**src/rtl/multicycle_control.sv**
```systemverilog
// Multicycle MIPS-style control FSM with memory wait timeout and illegal-opcode pulse.
// Optional BNE support enabled by defining MULTICYCLE_BNE_EN.
module multicycle_control #(
  parameter int MEM_TIMEOUT = 15
) (
  input  logic       clk,
  input  logic       rst,
  input  logic [5:0] Opcode,
  input  logic       mem_ready,
  output logic       PCWrite,
  output logic       PCWriteCond,
  output logic       BranchNe,
  output logic       IorD,
  output logic       MemRead,
  output logic       MemWrite,
  output logic       IRWrite,
  output logic       MemtoReg,
  output logic       ALUSrcA,
  output logic       RegWrite,
  output logic       RegDst,
  output logic [1:0] PCSource,
  output logic [1:0] ALUSrcB,
  output logic [1:0] ALUOp,
  output logic [3:0] state,
  output logic       mem_err,
  output logic       illegal_op
);

  localparam int CW = $clog2(MEM_TIMEOUT + 2);

  typedef enum logic [3:0] {
    S_FETCH  = 4'd0,
    S_DECODE = 4'd1,
    S_MEMADR = 4'd2,
    S_MEMRD  = 4'd3,
    S_MEMWB  = 4'd4,
    S_MEMWR  = 4'd5,
    S_EXEC   = 4'd6,
    S_ALUWB  = 4'd7,
    S_IEXEC  = 4'd8,
    S_IWB    = 4'd9,
    S_BRANCH = 4'd10,
    S_JUMP   = 4'd11
  } state_t;

  state_t        state_q, state_d;
  logic [CW-1:0] cnt_q, cnt_d;
  logic          err_q, ill_q, ill_d;
  logic          wait_st, tmo;
  logic          op_lw, op_sw, op_r, op_imm;
  logic          op_beq, op_bne, op_j, op_nop;

  assign op_lw  = Opcode == 6'b100011;
  assign op_sw  = Opcode == 6'b101011;
  assign op_r   = Opcode == 6'b000000;
  assign op_imm = Opcode inside {6'b001000, 6'b001100,
                                 6'b001101, 6'b001011};
  assign op_beq = Opcode == 6'b000100;
  assign op_j   = Opcode == 6'b000010;
  assign op_nop = Opcode == 6'b111111;
`ifdef MULTICYCLE_BNE_EN
  assign op_bne = Opcode == 6'b000101;
`else
  assign op_bne = 1'b0;
`endif

  assign wait_st = state_q inside {S_FETCH, S_MEMRD, S_MEMWR};
  assign tmo = wait_st && !mem_ready &&
               (cnt_q == CW'(MEM_TIMEOUT));

  always_comb begin
    PCWrite     = 1'b0;
    PCWriteCond = 1'b0;
    BranchNe    = 1'b0;
    IorD        = 1'b0;
    MemRead     = 1'b0;
    MemWrite    = 1'b0;
    IRWrite     = 1'b0;
    MemtoReg    = 1'b0;
    ALUSrcA     = 1'b0;
    RegWrite    = 1'b0;
    RegDst      = 1'b0;
    PCSource    = 2'b00;
    ALUSrcB     = 2'b00;
    ALUOp       = 2'b00;
    state_d     = state_q;
    ill_d       = 1'b0;
    case (state_q)
      S_FETCH: begin
        MemRead = 1'b1;
        ALUSrcB = 2'b01;
        IRWrite = mem_ready;
        PCWrite = mem_ready;
        if (mem_ready) state_d = S_DECODE;
      end
      S_DECODE: begin
        ALUSrcB = 2'b11;
        unique case (1'b1)
          op_lw, op_sw:   state_d = S_MEMADR;
          op_r:           state_d = S_EXEC;
          op_imm:         state_d = S_IEXEC;
          op_beq, op_bne: state_d = S_BRANCH;
          op_j:           state_d = S_JUMP;
          op_nop:         state_d = S_FETCH;
          default: begin
            state_d = S_FETCH;
            ill_d   = 1'b1;
          end
        endcase
      end
      S_MEMADR: begin
        ALUSrcA = 1'b1;
        ALUSrcB = 2'b10;
        if (op_lw)      state_d = S_MEMRD;
        else if (op_sw) state_d = S_MEMWR;
        else            state_d = S_FETCH;
      end
      S_MEMRD: begin
        MemRead = 1'b1;
        IorD    = 1'b1;
        if (mem_ready) state_d = S_MEMWB;
      end
      S_MEMWB: begin
        RegWrite = 1'b1;
        state_d  = S_FETCH;
      end
      S_MEMWR: begin
        MemWrite = 1'b1;
        IorD     = 1'b1;
        if (mem_ready) state_d = S_FETCH;
      end
      S_EXEC: begin
        ALUSrcA = 1'b1;
        ALUOp   = 2'b10;
        state_d = S_ALUWB;
      end
      S_ALUWB: begin
        RegWrite = 1'b1;
        RegDst   = 1'b1;
        MemtoReg = 1'b1;
        state_d  = S_FETCH;
      end
      S_IEXEC: begin
        ALUSrcA = 1'b1;
        ALUSrcB = 2'b10;
        ALUOp   = 2'b11;
        state_d = S_IWB;
      end
      S_IWB: begin
        RegWrite = 1'b1;
        MemtoReg = 1'b1;
        state_d  = S_FETCH;
      end
      S_BRANCH: begin
        ALUSrcA     = 1'b1;
        ALUOp       = 2'b01;
        PCWriteCond = 1'b1;
        PCSource    = 2'b01;
        BranchNe    = op_bne;
        state_d     = S_FETCH;
      end
      S_JUMP: begin
        PCWrite  = 1'b1;
        PCSource = 2'b10;
        state_d  = S_FETCH;
      end
      default: state_d = S_FETCH;
    endcase
    // a stalled access gives up and refetches
    if (tmo) state_d = S_FETCH;
  end

  always_comb begin
    cnt_d = cnt_q;
    if (tmo || state_d != state_q) cnt_d = '0;
    else if (wait_st && !mem_ready) cnt_d = cnt_q + 1'b1;
  end

  always_ff @(posedge clk) begin
    if (rst) begin
      state_q <= S_FETCH;
      cnt_q   <= '0;
      err_q   <= 1'b0;
      ill_q   <= 1'b0;
    end else begin
      state_q <= state_d;
      cnt_q   <= cnt_d;
      err_q   <= tmo;
      ill_q   <= ill_d;
    end
  end

  assign state      = state_q;
  assign mem_err    = err_q;
  assign illegal_op = ill_q;

endmodule
```
**config.mk**
```make
export PLATFORM = sky130hd
export DESIGN_NAME = multicycle_control
export DESIGN_NICKNAME = d
export VERILOG_FILES = /design/src/rtl/multicycle_control.sv
export SDC_FILE = /design/constraint.sdc
export NUM_CORES = 1
export LEC_CHECK = 0
export ABC_AREA = 1
export CAP_MARGIN = 20
export CELL_PAD_IN_SITES_DETAIL_PLACEMENT = 1
export CELL_PAD_IN_SITES_GLOBAL_PLACEMENT = 1
export CORE_MARGIN = 3
export CORE_UTILIZATION = 31
export CTS_BUF_LIST = sky130_fd_sc_hd__clkbuf_4 sky130_fd_sc_hd__clkbuf_8 sky130_fd_sc_hd__clkbuf_16
export DETAILED_ROUTE_END_ITERATION = 8
export PLACE_DENSITY_LB_ADDON = 0.1
export SYNTH_ARGS = -nofsm -noshare
export SYNTH_HDL_FRONTEND = slang
export SYNTH_SLANG_ARGS = --single-unit
export TNS_END_PERCENT = 50
```
**constraint.sdc**
```tcl
create_clock -name clk -period 3.45 [get_ports clk]
set_input_delay 0.69 -clock clk [delete_from_list [all_inputs] [get_ports clk]]
set_output_delay 0.69 -clock clk [all_outputs]
set_load 0.01 [all_outputs]
```
== After elaboration in Yosys (flattened, before gate mapping) ==
Cells that the tools add are included.
Word-level totals
  bits of input ports: 9
  bits in read-only memories: 0
  output and inout bits: 23
  flip-flop bits (word level): 11
  RAM bits: 0
  memories: 0
  latch bits: 0
Operators by class
  reductions and logical operators: 18
  multiplexer cells: 22
  add/subtract/negate cells: 1
  div/mod/pow operators: 0
  equality and inequality tests: 22
  shifts and indexed selects: 0
  order comparisons: 0
  multipliers: 0
  bitwise operators: 1
Operator list (count)
  $pmux W4 S7: 1
  $eq A6 B4 Y1 const B: 4
  $pmux W4 S5: 1
  $eq A6 B6 Y1 const B: 3
  $eq A4 B3 Y1 const B: 4
  $eq A4 B4 Y1 const B: 4
  $mux W4: 4
  $reduce_or A2 Y1: 7
  $pmux W2 S3: 2
  $mux W1: 10
  $eq A4 B2 Y1 const B: 2
  $reduce_or A7 Y1: 1
  $eq A6 B2 Y1 const B: 1
  $eq A6 B3 Y1 const B: 1
  $logic_not A6 Y1: 1
  $mux W3: 2
  $add A5 B1 Y5 const B: 1
  $eq A5 B4 Y1 const B: 1
  $eq A4 B1 Y1 const B: 1
  $logic_not A4 Y1: 1
  $ne A4 B4 Y1: 1
  $pmux W2 S2: 1
  $reduce_bool A4 Y1: 1
  $reduce_or A4 Y1: 1
  other kinds (7): 8

== Depth between registers and ports, before layout ==
  depth in word-level cells: 8
  depth in mapped cells: 13
  mapped depth without buffers: 12

== Worst setup path after synthesis ==
Ideal clock, no wire load.
  kind: reg-to-output
  from: register state_q[3], in the netlist state[3]
  to: output PCSource[0]
  slack: 1.642 ns
  path buffers: 1
  data arrival time: 1.118 ns
  cell stages (with the launch flop): 6
  required time: 2.760 ns
  cells stage by stage: dfxtp_1 > inv_1 > nor2_1 > inv_1 > nor2_1 > buf_4
On the way
  word-level cells in the longest chain between the ends: 2
  elaborated cells between the ends (all ways): 3
  those cells by class: eq/ne (2); mux (1)
Ends and longest elaborated chain
  start: declaration: line 46  | state_t state_q, state_d;
  start signal: assignment: line 186  | state_q <= state_d;
  $eq A4 B4 Y1: line 88  | case (state_q)
  $pmux W2 S2 *: line 88
  end: declaration: line 21  | output logic [1:0] PCSource,
Every way passes the cells marked *; elsewhere a longest branch is shown, timed or not.

== Worst setup path in the final report ==
  from: input mem_ready
  to: output IRWrite
On the way
  word-level cells in the longest chain between the ends: 1
Ends and longest elaborated chain
  start: declaration: line 9  | input logic mem_ready,
  $mux W1: line 88
  end: declaration: line 16  | output logic IRWrite,
No other way between the ends.

==> reports/results.ini <==
[run_status]
status = completed

[floorplan]
rows = 19
ioPinCount = 32
fp.coreArea_sq_um = 2829
die_h_um = 61.31
die_area_sq_um = 3759
start_util_pct = 33.53
die_x_um = 61.31

[clock_network]
post_cts_buffers = 0
h-tree-depth = 1
cts_buffers = 3
clk_root_buffer_cell = clkbuf_4
clkTransAtPathRegs_ns = 0.07
clock-sinks = 11
holdBufCountCts = 0
ctsLongestPathBuffers = 2
cts_resized = 0
cts_tree = done
insertion_delay_ns = 0.27

[global_routing]
grt_max_degree = 10
grt_pass1_wl_mm = 4.678
antenna_found_initial = 0
overflow = 0
grt_pass1_vias = 1098
groute.usage.overall_pct = 16.34

[finish]
finalCoreUtilization_pct = 45.64
design_area_sq_um = 1291
layout.nets = 210
drive_above_1_share_pct = 7.576
syn_to_final_growth_pct = 36.15
most-common-layout-cells = nand2_1 (44), nor2_1 (44), clkdlybuf4s50_1 (30), inv_1 (22), nand3_1 (14)
insertedDiodeCount = 0
final_cells = 229

[synth]
synth_adder_area_share_pct = 2.639
ys.warnings.count = 0
syn_area_sq_um = 948.4
synth_top_family_by_area = simple AND/OR/NAND/NOR gates
syn_inst = 167
ys_seq_area_share_pct = 23.22
synth_xor_xnor_area_share_pct = 2.770
synth_top_area_share_pct = 23.22
synth_cell_types = 26
yosysTopAreaCell = dfxtp_1
syn-num-nets = 178
yosys-top-cells-area = dfxtp_1 (23%), nand2_1 (17%), nor2_1 (17%), inv_1 (8.7%), nand3_1 (7.4%)
synth_compound_area_share_pct = 5.409
syn_area_per_cell_sq_um = 5.679
muxShareOfSynthArea_pct = 1.187
synthSimpleGateAreaFrac_pct = 51.72
synth-seq-cells = 11

[power]
leakagePower_nw = 0.5864
power_uw = 306.1
power.density_nw_per_um2 = 237.1
ir_drop_mv = 0.1723

[min_path]
hp-class = reg2reg

[route]
viasPerCell = 4.900
firstDrtPassIters = 4
antenna_left = 0
routed_wl_mm = 2.878
num_vias = 1122
drc = 0
wire_per_inst_um = 12.57
drtIter0Drc = 29

[sta]
skew_ns = 0.002276
final_max_slew_viol_count = 0
period_minus_slack_ns = 2.783
finalHoldViolations = 0
hold_ws_ns = 0.5392
post-route-period-util_pct = 80.66
final.setup.tns_ns = 0
layout_setup_ws_ns = 0.6673
rsz0062_at_grt = false
setup_viol = 0
max_freq_mhz = 359.4

[placed_design]
place_ws_ns = 0.6706
dpl_cell_area_sq_um = 1261
detailed_place_hpwl_mm = 2.487
gp_congestion = 0.7827
dp.cells = 225
portBuffers = 30

[setup_path]
worstPathRequired_ns = 2.76
cp_max_fo = 6
start_kind = input pin
arrival_ns = 2.09
crit_path_end_kind = output port
crit_type = in2out

[flow_run]
drv_cap = 0

layout make-up:
class                      instances  area (sq um)
timing repair buffer              30         300.3
tap                               31         38.79
multi-input combinational        128         608.1
sequential                        11         220.2
fill                             418          1538
inverter                          25         93.84
clock buffer                       4         30.03
per-layer routing:
metal	global-route usage (%)	routed length, um	vias up
met3	4.403	150	4
met1	18.65	1228	504
met2	30.66	1453	35
met5	0	0	-
li1	-	-	579
met4	2.477	46	0
report_power, final:
part / internal [mW] / total, mW / switching (mW)
logic: 0.0341 / 0.0767 / 0.0426
clock network: 0.0526 / 0.0950 / 0.0423
registers: 0.130 / 0.134 / 0.00452
total: 0.217 / 0.306 / 0.0894
registers in the layout (all words and copies together), names as in the netlist:
name        count
mem_err         1
cnt_q           5
illegal_op      1
state           4
synthesized netlist by cell type, drive strengths merged:
master	instances
nor3b	1
mux2	1
nor4	1
nand4	3
conb	1
nand3	16
a21oi	1
a31oi	1
o22ai	2
ha	2
o31ai	1
o21ai	4
buf	3
nand2	46
xnor2	1
nor2	45
inv	25
dfxtp	11
xor2	2
path summary, 6_finish.rpt:
kind                            cells past startpoint       end  slack, ns  startpoint
worst min register to register                      3  cnt_q[3]       0.54    cnt_q[3]
worst max register to register                     10  cnt_q[3]       1.64    state[0]
worst max-delay path                                4   IRWrite       0.67   mem_ready
worst min-delay path                                3  cnt_q[3]       0.54    cnt_q[3]
kinds of logic after synthesis:
group / Yosys count
buffers and inverters: 28
xor gates and xnor gates: 3
muxes: 1
and+or+nand+nor: 112
DFF: 11
AOI/OAI and AO/OA: 9
other: 1
adders and majority gates: 2
worst max-delay path, cell delays in order:
cell and delay, ns:
clkdlybuf4s50_1 0.50, inv_1 0.13, nor2_1 0.19, clkdlybuf4s50_1 0.58
(Power assumes the default switching activity.)
